$ cat config.mk
export PLATFORM = sky130hd
export DESIGN_NAME = eth_rx_cmd_parser
export DESIGN_NICKNAME = d
export VERILOG_FILES = /design/src/rtl/eth_rx_cmd_parser.sv
export SDC_FILE = /design/constraint.sdc
export NUM_CORES = 1
export LEC_CHECK = 0
export ABC_AREA = 1
export CAP_MARGIN = 0
export CELL_PAD_IN_SITES_DETAIL_PLACEMENT = 1
export CELL_PAD_IN_SITES_GLOBAL_PLACEMENT = 1
export CORE_UTILIZATION = 46
export CTS_BUF_LIST = sky130_fd_sc_hd__clkbuf_4 sky130_fd_sc_hd__clkbuf_8
export DETAILED_ROUTE_END_ITERATION = 16
export GPL_TIMING_DRIVEN = 0
export HOLD_SLACK_MARGIN = 0.03
export PLACE_DENSITY_LB_ADDON = 0.1
export SYNTH_ARGS = -nofsm -noshare
export SYNTH_HDL_FRONTEND = slang
export SYNTH_SLANG_ARGS = --single-unit
$ cat constraint.sdc
create_clock -name clk125MHz -period 7.38 [get_ports clk125MHz]
set_input_delay 1.107 -clock clk125MHz [delete_from_list [all_inputs] [get_ports clk125MHz]]
set_output_delay 1.107 -clock clk125MHz [all_outputs]
set_load 0.02 [all_outputs]
$ cat src/rtl/eth_rx_cmd_parser.sv
// Command-frame parser for the 8-bit LocalLink RX stream of the Ethernet MAC.
// Filters on destination MAC and EtherType, then hands one command to control logic.
module eth_rx_cmd_parser #(
  parameter logic [47:0] MY_MAC    = 48'h000A35000001,
  parameter logic [15:0] CMD_ETYPE = 16'h88B5
) (
  input  logic        clk125MHz,
  input  logic        rst,
  input  logic [7:0]  rx_data,
  input  logic        rx_sof_n,
  input  logic        rx_eof_n,
  input  logic        rx_src_rdy_n,
  output logic        rx_dst_rdy_n,
  output logic        cmd_valid,
  output logic [7:0]  cmd_op,
  output logic [7:0]  cmd_addr,
  output logic [31:0] cmd_data,
  input  logic        cmd_ack,
  output logic [7:0]  good_cnt,
  output logic [7:0]  bad_cnt,
  output logic [7:0]  drop_cnt
);

  localparam logic [4:0] LAST_HDR = 5'd13;
  localparam logic [4:0] LAST_PAY = 5'd19;
  localparam logic [4:0] MIN_LEN  = 5'd20;

  typedef enum logic [1:0] {IDLE, HDR, PAYLOAD, DRAIN} state_t;

  state_t      state, state_nx;
  logic [4:0]  cnt, cnt_nx, idx;
  logic        ucast_miss, bcast_miss, etype_miss;
  logic        ucast_nx, bcast_nx, etype_nx;
  logic [7:0]  op_sh, addr_sh, op_nx, addr_nx, mac_byte;
  logic [31:0] data_sh, data_nx;
  logic        beat, sof_beat, active, in_hdr, in_pay;
  logic        eval, frame_good, abort, load, drop;
  logic [1:0]  bad_inc;

  // The MAC is never stalled; ready only drops while reset is held.
  assign rx_dst_rdy_n = rst;

  assign beat     = !rx_src_rdy_n && !rx_dst_rdy_n;
  assign sof_beat = beat && !rx_sof_n;
  assign active   = sof_beat || (beat && state != IDLE);
  assign idx      = sof_beat ? 5'd0 : cnt;
  assign in_hdr   = active && (sof_beat || state == HDR);
  assign in_pay   = active && !sof_beat && state == PAYLOAD;

  always_comb begin
    case (idx[2:0])
      3'd0:    mac_byte = MY_MAC[47:40];
      3'd1:    mac_byte = MY_MAC[39:32];
      3'd2:    mac_byte = MY_MAC[31:24];
      3'd3:    mac_byte = MY_MAC[23:16];
      3'd4:    mac_byte = MY_MAC[15:8];
      3'd5:    mac_byte = MY_MAC[7:0];
      default: mac_byte = 8'h00;
    endcase
  end

  // NOTE: every output of this block gets a default first, so no path holds an old value and no latch is inferred.
  always_comb begin
    state_nx = state;
    cnt_nx   = cnt;
    ucast_nx = sof_beat ? 1'b0 : ucast_miss;
    bcast_nx = sof_beat ? 1'b0 : bcast_miss;
    etype_nx = sof_beat ? 1'b0 : etype_miss;
    op_nx    = op_sh;
    addr_nx  = addr_sh;
    data_nx  = data_sh;

    // Unicast and broadcast are tracked separately so a mixed address is rejected.
    if (in_hdr) begin
      if (idx < 5'd6) begin
        ucast_nx = ucast_nx | (rx_data != mac_byte);
        bcast_nx = bcast_nx | (rx_data != 8'hFF);
      end
      if (idx == 5'd12) etype_nx = etype_nx | (rx_data != CMD_ETYPE[15:8]);
      if (idx == 5'd13) etype_nx = etype_nx | (rx_data != CMD_ETYPE[7:0]);
    end

    if (in_pay) begin
      if (idx == 5'd14)      op_nx   = rx_data;
      else if (idx == 5'd15) addr_nx = rx_data;
      else                   data_nx = {data_sh[23:0], rx_data};
    end

    if (active) begin
      if (sof_beat)            cnt_nx = 5'd1;
      else if (cnt != MIN_LEN) cnt_nx = cnt + 5'd1;

      if (!rx_eof_n)                                state_nx = IDLE;
      else if (sof_beat)                            state_nx = HDR;
      else if (state == HDR && idx == LAST_HDR)     state_nx = PAYLOAD;
      else if (state == PAYLOAD && idx == LAST_PAY) state_nx = DRAIN;
    end
  end

  // The eof byte itself counts, so a frame ending on byte 19 brings cnt_nx to 20.
  assign eval       = active && !rx_eof_n;
  assign frame_good = !(ucast_nx && bcast_nx) && !etype_nx && (cnt_nx == MIN_LEN);
  assign abort      = sof_beat && state != IDLE;
  assign load       = eval && frame_good && (!cmd_valid || cmd_ack);
  assign drop       = eval && frame_good && cmd_valid && !cmd_ack;
  assign bad_inc    = {1'b0, abort} + {1'b0, eval && !frame_good};

  // NOTE: sequential state uses non-blocking assignments so every register samples pre-edge values.
  always_ff @(posedge clk125MHz or posedge rst) begin
    if (rst) state <= IDLE;
    else     state <= state_nx;
  end

  // NOTE: shadow and command registers are reset as well, so cmd_* read as zero until the first command.
  always_ff @(posedge clk125MHz or posedge rst) begin
    if (rst) begin
      cnt        <= '0;
      ucast_miss <= 1'b0;
      bcast_miss <= 1'b0;
      etype_miss <= 1'b0;
      op_sh      <= '0;
      addr_sh    <= '0;
      data_sh    <= '0;
      cmd_valid  <= 1'b0;
      cmd_op     <= '0;
      cmd_addr   <= '0;
      cmd_data   <= '0;
      good_cnt   <= '0;
      bad_cnt    <= '0;
      drop_cnt   <= '0;
    end else begin
      cnt        <= cnt_nx;
      ucast_miss <= ucast_nx;
      bcast_miss <= bcast_nx;
      etype_miss <= etype_nx;
      op_sh      <= op_nx;
      addr_sh    <= addr_nx;
      data_sh    <= data_nx;
      bad_cnt    <= bad_cnt + {6'd0, bad_inc};

      if (load) begin
        cmd_valid <= 1'b1;
        cmd_op    <= op_nx;
        cmd_addr  <= addr_nx;
        cmd_data  <= data_nx;
        good_cnt  <= good_cnt + 8'd1;
      end else if (cmd_ack) begin
        cmd_valid <= 1'b0;
      end

      if (drop) drop_cnt <= drop_cnt + 8'd1;
    end
  end

endmodule

After elaboration in Yosys (flattened, before gate mapping)
Index checks and enable logic that the tools add are counted.
W data, S select, Z words.
Cells by class
  order comparisons: 1
  reduce and logical (&&, ||, !) cells: 34
  muxes and demuxes: 30
  add/subtract/negate cells: 5
  bitwise gates (word level): 4
  equality and inequality tests: 17
Operators by type and width (count)
  $mux W32: 3
  $mux W8: 5
  $ne A8 B8 Y1 const B: 3
  $eq A5 B4 Y1 const B: 4
  $mux W5: 4
  $logic_and A1 B1 Y1: 18
  $pmux W6 S3: 1
  $add A8 B1 Y8 const B: 2
  $mux W1: 13
  $eq A5 B5 Y1 const B: 2
  $logic_not A1 Y1: 10
  $add A8 B2 Y8: 1
  $mux W2: 4
  $ne A8 B8 Y1: 1
  $add A5 B1 Y5 const B: 1
  $lt A5 B3 Y1 const B: 1
  $ne A5 B5 Y1 const B: 1
  $ne A4 B1 Y1 const B: 1
  $or A1 B1 Y1: 4
  $reduce_bool A2 Y1: 2
  $eq A3 B1 Y1 const B: 1
  $eq A3 B2 Y1 const B: 1
  $eq A3 B3 Y1 const B: 1
  $logic_or A1 B1 Y1: 3
  other kinds (4): 4
Storage, ports and cells
  flip-flop bits (word level): 131
  output and inout bits: 74

Logic depth before layout (Yosys ltp)
Gate-level depths: netlist of the first run.
  depth after elaboration: 18
  gate-level depth with buffers: 20

Worst setup path before layout of the first run
No wires, ideal clock.
  kind: input to register
  start point: input port rst
  end point: register bad_cnt[6]
  data arrival time: 3.427 ns
  required time: 7.300 ns
  library setup time: 0.080 ns
  cell stages on the path: 13
  path buffers: 3
  path slack: 3.874 ns
  cells stage by stage: nor2_4 > nand2_4 > buf_6 > a21oi_2 > clkbuf_1 > buf_1 > nand2_1 > fa_1 > inv_1 > ha_1 > nand3_1 > nor3_1 > xor2_1
On the way
  cells in the longest elaborated chain, start to end: 18
  elaborated cells between the ends (all ways): 45
  classes of those cells: 2 x add/sub; 1 x order compare; 7 x eq/ne; 15 x mux; 4 x bitwise; 16 x reduce/logical
Ends and longest elaborated chain
  from (decl): RTL line 8  | input logic rst,
  $logic_not A1 Y1 (no source line) *
  $logic_and A1 B1 Y1 *: RTL line 43  | assign beat = !rx_src_rdy_n && !rx_dst_rdy_n;
  $logic_and A1 B1 Y1: RTL line 44  | assign sof_beat = beat && !rx_sof_n;
  $mux W5: RTL line 46  | assign idx = sof_beat ? 5'd0 : cnt;
  $eq A3 B3 Y1 (tied with other cells): RTL line 51  | case (idx[2:0])
  $pmux W6 S3: RTL line 51
  $ne A8 B8 Y1: RTL line 76  | ucast_nx = ucast_nx | (rx_data != mac_byte);
  $or A1 B1 Y1: RTL line 76
  $mux W1: RTL line 75  | if (idx < 5'd6) begin
  $mux W1: RTL line 74  | if (in_hdr) begin
  $logic_and A1 B1 Y1: RTL line 102  | assign frame_good = !(ucast_nx && bcast_nx) && !etype_nx && (cnt_nx == MIN_LEN);
  $logic_not A1 Y1: RTL line 102
  $logic_and A1 B1 Y1 (2 in series): RTL line 102
  $logic_not A1 Y1: RTL line 106  | assign bad_inc = {1'b0, abort} + {1'b0, eval && !frame_good};
  $logic_and A1 B1 Y1: RTL line 106
  $add A1 B1 Y2 *: RTL line 106
  $add A8 B2 Y8 *: RTL line 139  | bad_cnt <= bad_cnt + {6'd0, bad_inc};
  to (signal assigned): RTL line 139
  to (decl): RTL line 20  | output logic [7:0] bad_cnt,
Every way passes the cells marked *; elsewhere a longest branch is shown, timed or not. The select of a mux whose other input is x is not followed.
A chain may end at the register's enable or synchronous reset.

Worst setup path after layout of the first run
Ends and elaborated chain as after synthesis.

==> results of run 1 <==
## registers in the layout, indices dropped and copies added, names as in the netlist
| register | flops |
|---|---|
| cmd_op | 8 |
| bcast_miss | 1 |
| op_sh | 8 |
| cmd_data | 32 |
| etype_miss | 1 |
| good_cnt | 8 |
| addr_sh | 8 |
| state | 2 |
| bad_cnt | 8 |
| cmd_addr | 8 |
| drop_cnt | 8 |
| ucast_miss | 1 |
| cmd_valid | 1 |
| data_sh | 32 |
| cnt | 5 |
## power by group
| part | internal (W) | switching [W] |
|---|---|---|
| clock | 0.000317 | 0.000265 |
| combinational | 0.000125 | 0.000216 |
| sequential | 0.000831 | 0.0000654 |
## worst max path at each step
| stage | startpoint | cells after the start | end |
|---|---|---|---|
| after floorplan | rst | 1 | addr_sh[0]$_DFF_PP0_ |
| after global placement | rst | 2 | good_cnt[2]$_DFFE_PP0P_ |
| after detailed placement | rst | 14 | bad_cnt[6]$_DFF_PP0_ |
| after CTS | rst | 14 | bad_cnt[6]$_DFF_PP0_ |
| after global routing | rst | 14 | bad_cnt[6]$_DFF_PP0_ |
| final | rst | 14 | bad_cnt[6]$_DFF_PP0_ |
## routing by layer
layer  track usage  vias up
met3        0.0633       21
met5             0        -
li1              -     2367
met1         0.304     2530
met2         0.480      104
met4        0.0961        0
## worst max-delay path: stages
cell             delay, ps
clkdlybuf4s50_1        530
nor2_4                 240
nand2_4                110
buf_6                  160
a21oi_2                440
clkbuf_1               470
buf_1                  470
nand2_1                150
fa_1                   390
inv_1                   90
ha_1                   190
nand3_1                120
nor3_1                 200
xor2_1                 170
## logic make-up (layout without fill, tap and decap cells)
group / count (synthesis) / in the layout / synth area share
AO/OA/AOI/OAI: 62 / 62 / 0.0593
AND/OR/NAND/NOR: 337 / 337 / 0.259
XOR/XNOR: 18 / 18 / 0.0267
flip-flops: 131 / 131 / 0.555
adder cells (fa/ha/maj): 6 / 6 / 0.0140
multiplexers: 8 / 8 / 0.0153
buffers and inverters: 92 / 210 / 0.0707
## per-stage QoR
step / utilization / cell area (µm²) / instances / hold WS, ps / setup slack [ps]
after detailed placement: 0.559 / 7030 / 914 / 458 / 2470
final: 0.589 / 7400 / 944 / 475 / 2920
after floorplan: - / 5910 / 654 / 461 / 2780
after global placement: 0.556 / 6990 / 913 / 454 / 922
after global routing: 0.589 / 7400 / 944 / 500 / 2680
after CTS: 0.589 / 7400 / 944 / 476 / 2930
## cell usage in the layout, fill, tap and decap left out, types with 6 or more instances in the layout
| master | instances |
|---|---|
| o21ai_0 | 28 |
| nor2_1 | 30 |
| nand3_1 | 29 |
| clkbuf_8 | 21 |
| o21bai_1 | 6 |
| mux2_2 | 8 |
| clkdlybuf4s50_1 | 87 |
| a21oi_1 | 13 |
| o21ai_1 | 10 |
| buf_4 | 6 |
| inv_2 | 7 |
| dfrtp_1 | 131 |
| nand2_1 | 195 |
| buf_6 | 6 |
| nand4_1 | 71 |
| xor2_1 | 13 |
| inv_1 | 48 |
| clkbuf_1 | 18 |
## layout make-up
class / instances / area share
plain buffers: 35 / 0.0276
flip-flops and latches: 131 / 0.443
well taps: 172 / 0.0291
clock buffers: 26 / 0.0441
clock inverters: 4 / 0.00659
repair buffers: 88 / 0.121
inverters: 57 / 0.0296
multi-input cells: 431 / 0.299
==> results.md, run 1 <==
- Status: complete, no violations
- DR vias/cell: 5.32
- Worst Setup End Kind: register
- Setup repair after global routing missed its margin: no
- Layout area overhead: 25.3%
- CTS Hold Bufs: 0
- Final nets: 781
- Mapped Area: 0.00591 mm²
- Total Routed Length: 16200 µm
- Final setup fails: 0
- Max-cap viol count: 0
- Most frequent cell after synthesis: nand2_1
- Final Power: 0.00182 W
- Pwr Density: 246 mW/mm²
- Crit Path Class: input pin to register
- CP startpoint kind: input pin
- Worst VDD drop: 151 µV
- Largest cells by area after synthesis: dfrtp_1, nand2_1, nand4_1
- Top layer in use: met4
- Final Critical Period: 4460 ps
- Syn avg cell area: 9.03 µm²
- Sequential fraction of the synthesis area: 0.555
- First drt pass iteration count: 4
- Crit path DAT: 4820 ps
- Initial DRC count: 243
- Reg2reg setup slack: 4060 ps
- Vias post-DR: 5022
- Max Fclk: 224 MHz
- First-pass GRT wire length: 26800 µm
- RR Endpoint: bad_cnt[6]$_DFF_PP0_
- Setup bufs post-CTS: 0
- Fin crit share: 0.605
- Worst Path Required: 7740 ps
- CTS root buf: clkbuf_8
- Clock Skews: 11.2 ps
- Multi-input gate area: 0.00221 mm²
- Netlist cell types: 34
- Layout cell share with drive strength beyond 1: 0.0959
- Number of routed nets with antenna violations: 0
- Routed wl met3: 676 µm
- Vias in the first global route: 5422
- Initial Utilization: 0.470
- Ys async rst share: 1.00
- Hold endpoint: cmd_data[26]$_DFFE_PP0P_
- Reg2Reg Depth: 11
- LEAKAGE: 3.69 nW
- Clock Latency Late Sink: 440 ps
- WL per Instance: 17.1 µm
- Final Hold Vio Count: 0
- Hold/Removal Path Class: register to register
- Clock Path Buffers: 2
- Largest area contributor in the netlist: dfrtp_1
- Ant. Diodes: 0
- Crit Path Max Fanout: 10
- Largest net degree at the start of global routing: 87
- Setup TNS: 0 ps
- Post-CTS sizing: 0
- Primary FF master, synth: dfrtp_1
- CTS tree: yes
- Register bit total from synthesis: 131
- Slew @ Worst Pin: 540 ps
- Grt total ovfl: 0
- Die area: 0.0133 mm²
- Layout fillers: 1471
- Yosys warns: 0
- Clock Sinks: 131
- Synth top cells by count: nand2_1, dfrtp_1, nand4_1
- Rows: 41
- Io pins: 88
- Hold Crit Start: cmd_data[26]$_DFFE_PP0P_
- Worst slew margin: 0.640
- Cells after synthesis: 654
- Chip Width: 115 µm
- Syn nets: 674
- Post-synth EDFFs: 0
- Total GRT Usage: 0.265
- Chip height: 115 µm
- Initial antenna violation count: 0
- CTS H-tree lvls: 4
- DRC Markers: 0
- Share of the synthesized area in the top cell type: 0.555
- Core footprint: 0.0126 mm²
- Placed wire-length estimate: 11900 µm
- CTS Buf Count: 17
- Final Max Tran Viols: 0
- Worst-path clk slew: 70 ps
- GP Congestion: 0.842
- Metal2 WL: 8630 µm
- Worst r2r src: state[0]$_DFFE_PP0P_
- M1 WL: 6610 µm
- Register area: 0.00328 mm²
- Hold Path Stages: 2
- Input/output buffers: 87
(Power assumes the default switching activity.)
==> inputs of run 2 (changes only) <==
--- a/config.mk
+++ b/config.mk
@@ -9,7 +9,7 @@
 export CAP_MARGIN = 0
 export CELL_PAD_IN_SITES_DETAIL_PLACEMENT = 1
 export CELL_PAD_IN_SITES_GLOBAL_PLACEMENT = 1
-export CORE_UTILIZATION = 46
+export CORE_UTILIZATION = 38
 export CTS_BUF_LIST = sky130_fd_sc_hd__clkbuf_4 sky130_fd_sc_hd__clkbuf_8
 export DETAILED_ROUTE_END_ITERATION = 16
 export GPL_TIMING_DRIVEN = 0
==> constraint.sdc (replaced) <==
create_clock -name clk125MHz -period 4.1 [get_ports clk125MHz]
set_input_delay 0.615 -clock clk125MHz [delete_from_list [all_inputs] [get_ports clk125MHz]]
set_output_delay 0.615 -clock clk125MHz [all_outputs]
set_load 0.02 [all_outputs]
==> run 2 against run 1 <==
Against the previous run: total power up 86%; first-iteration DRC count grew 10%; final area is 1.2% higher; sequential power increased by 80%; largest power group unchanged; sequential share of layout area is 0.52 points lower; combinational power up 81%; highest routed layer unchanged; global-route usage fell by 4.3 points; wire length up 1.7%; worst setup slack worse by 2600 ps.
==> results.md, run 2 (synthesis results as in run 1) <==
- Final Hold Vio Count: 0 (unchanged)
- CTS H-tree lvls: 4 (unchanged)
- Largest net degree at the start of global routing: 41 (was 87)
- Number of routed nets with antenna violations: 0 (unchanged)
- Hold Crit Start: cmd_data[8]$_DFFE_PP0P_ (was cmd_data[26]$_DFFE_PP0P_)
- Worst VDD drop: 305 µV (was 151 µV)
- Total GRT Usage: 0.222 (was 0.265)
- Clock Sinks: 131 (unchanged)
- RR Endpoint: bad_cnt[6]$_DFF_PP0_ (unchanged)
- Rows: 45 (was 41)
- Initial antenna violation count: 0 (unchanged)
- Final Max Tran Viols: 0 (unchanged)
- Crit-path leading delay family: buffers and inverters (unchanged)
- Clock Path Buffers: 2 (unchanged)
- Worst r2r src: state[0]$_DFFE_PP0P_ (unchanged)
- Multi-input gate area: 0.00221 mm² (unchanged)
- Hold/Removal Path Class: register to register (unchanged)
- Max Fclk: 263 MHz
- Vias post-DR: 4926 (was 5022)
- Final nets: 783 (was 781)
- Worst-path clk slew: 80 ps (was 70 ps)
- Critical Path Sink: bad_cnt[6]$_DFF_PP0_ (unchanged)
- Crit path launch: rst (unchanged)
- Critical path depth: 14 (unchanged)
- Fin crit share: 0.928
- Final setup fails: 0 (unchanged)
- Final Power: 0.00338 W (was 0.00182 W)
- DRC Markers: 0 (unchanged)
- Layout cell share with drive strength beyond 1: 0.102 (was 0.0959)
- Clock Latency Late Sink: 450 ps (was 440 ps)
- LEAKAGE: 3.71 nW (was 3.69 nW)
- Initial DRC count: 268 (was 243)
- Layout fillers: 1797 (was 1471)
- Crit path DAT: 4170 ps (was 4820 ps)
- Biggest regs: cmd_data x32, data_sh x32 (unchanged)
- Die area: 0.0160 mm² (was 0.0133 mm²)
- Vias in the first global route: 5340 (was 5422)
- Total Routed Length: 16400 µm (was 16200 µm)
- Register area: 0.00328 mm² (unchanged)
- Ant. Diodes: 0 (unchanged)
- Initial Utilization: 0.389 (was 0.470)
- Status: complete, no violations (unchanged)
- CTS tree: yes (unchanged)
- Chip Width: 127 µm (was 115 µm)
- Setup repair after global routing missed its margin: no (unchanged)
- Io pins: 88 (unchanged)
- CP cell instances: clkdlybuf4s50_1, nor2_4, nand2_4, buf_6, a21oi_2, clkbuf_2, buf_1, nand2_1, fa_1, inv_1, ha_1, nand3_1, nor3_1, xor2_1 (was clkdlybuf4s50_1, nor2_4, nand2_4, buf_6, a21oi_2, clkbuf_1, buf_1, nand2_1, fa_1, inv_1, ha_1, nand3_1, nor3_1, xor2_1)
- CTS root buf: clkbuf_8 (unchanged)
- GP Congestion: 0.801 (was 0.842)
- Worst Setup End Kind: register (unchanged)
- Commonest non-fill, non-tap cell in the layout: nand2_1 (unchanged)
- Reg2Reg Depth: 11 (unchanged)
- Setup TNS: 0 ps (unchanged)
- Hold_ws: 474 ps (was 475 ps)
- CTS Buf Count: 17 (unchanged)
- Clock Skews: 9.83 ps (was 11.2 ps)
- DR vias/cell: 5.11 (was 5.32)
- Grt total ovfl: 0 (unchanged)
- First drt pass iteration count: 4 (unchanged)
- Placed wire-length estimate: 12200 µm (was 11900 µm)
- Layout area overhead: 26.8% (was 25.3%)
- Buf/Inv on CP: 5 (unchanged)
- Crit Path Max Fanout: 10 (unchanged)
- Slew @ Worst Pin: 572 ps (was 540 ps)
- Reg2reg setup slack: 930 ps (was 4060 ps)
- Worst slew margin: 0.619 (was 0.640)
- Max-cap viol count: 0 (unchanged)
- Core footprint: 0.0152 mm² (was 0.0126 mm²)
- Crit Path Class: input pin to register (unchanged)
- Worst Path Required: 4470 ps (was 7740 ps)
- Pre-CTS setup slack: -376 ps (was 2470 ps)
- Final Critical Period: 3810 ps
- CP max-delay cell: clkdlybuf4s50_1 (unchanged)
- Crit path largest cell delay: 520 ps (was 530 ps)
- Setup bufs post-CTS: 0 (unchanged)
- Most frequent cells in the layout: nand2_1, dfrtp_1, clkdlybuf4s50_1 (unchanged)
- Pwr Density: 452 mW/mm² (was 246 mW/mm²)
- WL per Instance: 17.1 µm (about the same)
- Chip height: 127 µm (was 115 µm)
- First-pass GRT wire length: 27700 µm (was 26800 µm)
- Final worst slack: 293 ps (was 2920 ps)
- Input/output buffers: 87 (unchanged)
- CP startpoint kind: input pin (unchanged)
==> run 2: cell count changes in the layout (fill, tap and decap cells not counted), sizes merged <==
cell,delta
clkbuf,-7
bufinv,+2
clkinv,+2
buf,+2
clkinvlp,+4
inv,+1
==> run 2: cell type report <==
| cell class | count | share of cell area |
|---|---|---|
| repair buffers | 90 | 0.124 |
| clock buffers | 19 | 0.0341 |
| clock inverters | 13 | 0.0207 |
| inverters | 57 | 0.0291 |
| multi-input cells | 431 | 0.295 |
| flip-flops and latches | 131 | 0.438 |
| plain buffers | 35 | 0.0274 |
| well taps | 188 | 0.0314 |
==> run 2: power breakdown <==
part	switching, W	internal, W	total [W]
clock network	0.000536	0.000622	0.00116
registers	0.000115	0.00149	0.00161
logic	0.000388	0.000228	0.000616
total	0.00104	0.00234	0.00338
==> run 2: worst min-delay path: cells and delay by family (launching register included) <==
family | cells | cell delay [ps]
and+or+nand+nor | 2 | 90
DFF | 1 | 350
==> run 2: metrics by stage <==
step | std cells | utilization | instance area, µm²
floorplan | 654 | - | 5910
finish | 964 | 0.493 | 7490
CTS | 964 | 0.493 | 7490
global placement | 929 | 0.462 | 7020
global route | 964 | 0.493 | 7490
detailed placement | 932 | 0.466 | 7080
==> run 2: routing by layer <==
metal	wire, µm	vias up	global-route usage
li1	-	2375	-
met1	7290	2457	0.271
met2	8330	79	0.392
met3	618	15	0.0481
met4	201	0	0.0728
met5	0	-	0
==> run 2: worst min path at each step <==
stage | to | slack (ps) | cells after the start
final | cmd_data[8]$_DFFE_PP0P_ | 470 | 2
after CTS | cmd_data[20]$_DFFE_PP0P_ | 480 | 2
after global placement | cmd_data[20]$_DFFE_PP0P_ | 460 | 2
after detailed placement | cmd_data[20]$_DFFE_PP0P_ | 460 | 2
after global routing | cmd_data[25]$_DFFE_PP0P_ | 490 | 2
after floorplan | addr_sh[0]$_DFF_PP0_ | 460 | 2
==> run 2: what timing repair did <==
| action | 4_1_cts | 5_1_grt |
|---|---|---|
| gates resized for setup | 0 | 2 |
| hold endpoints to repair | 0 | 0 |
| endpoints found under the setup margin | 0 | 1 |
| hold buffers | 0 | 0 |
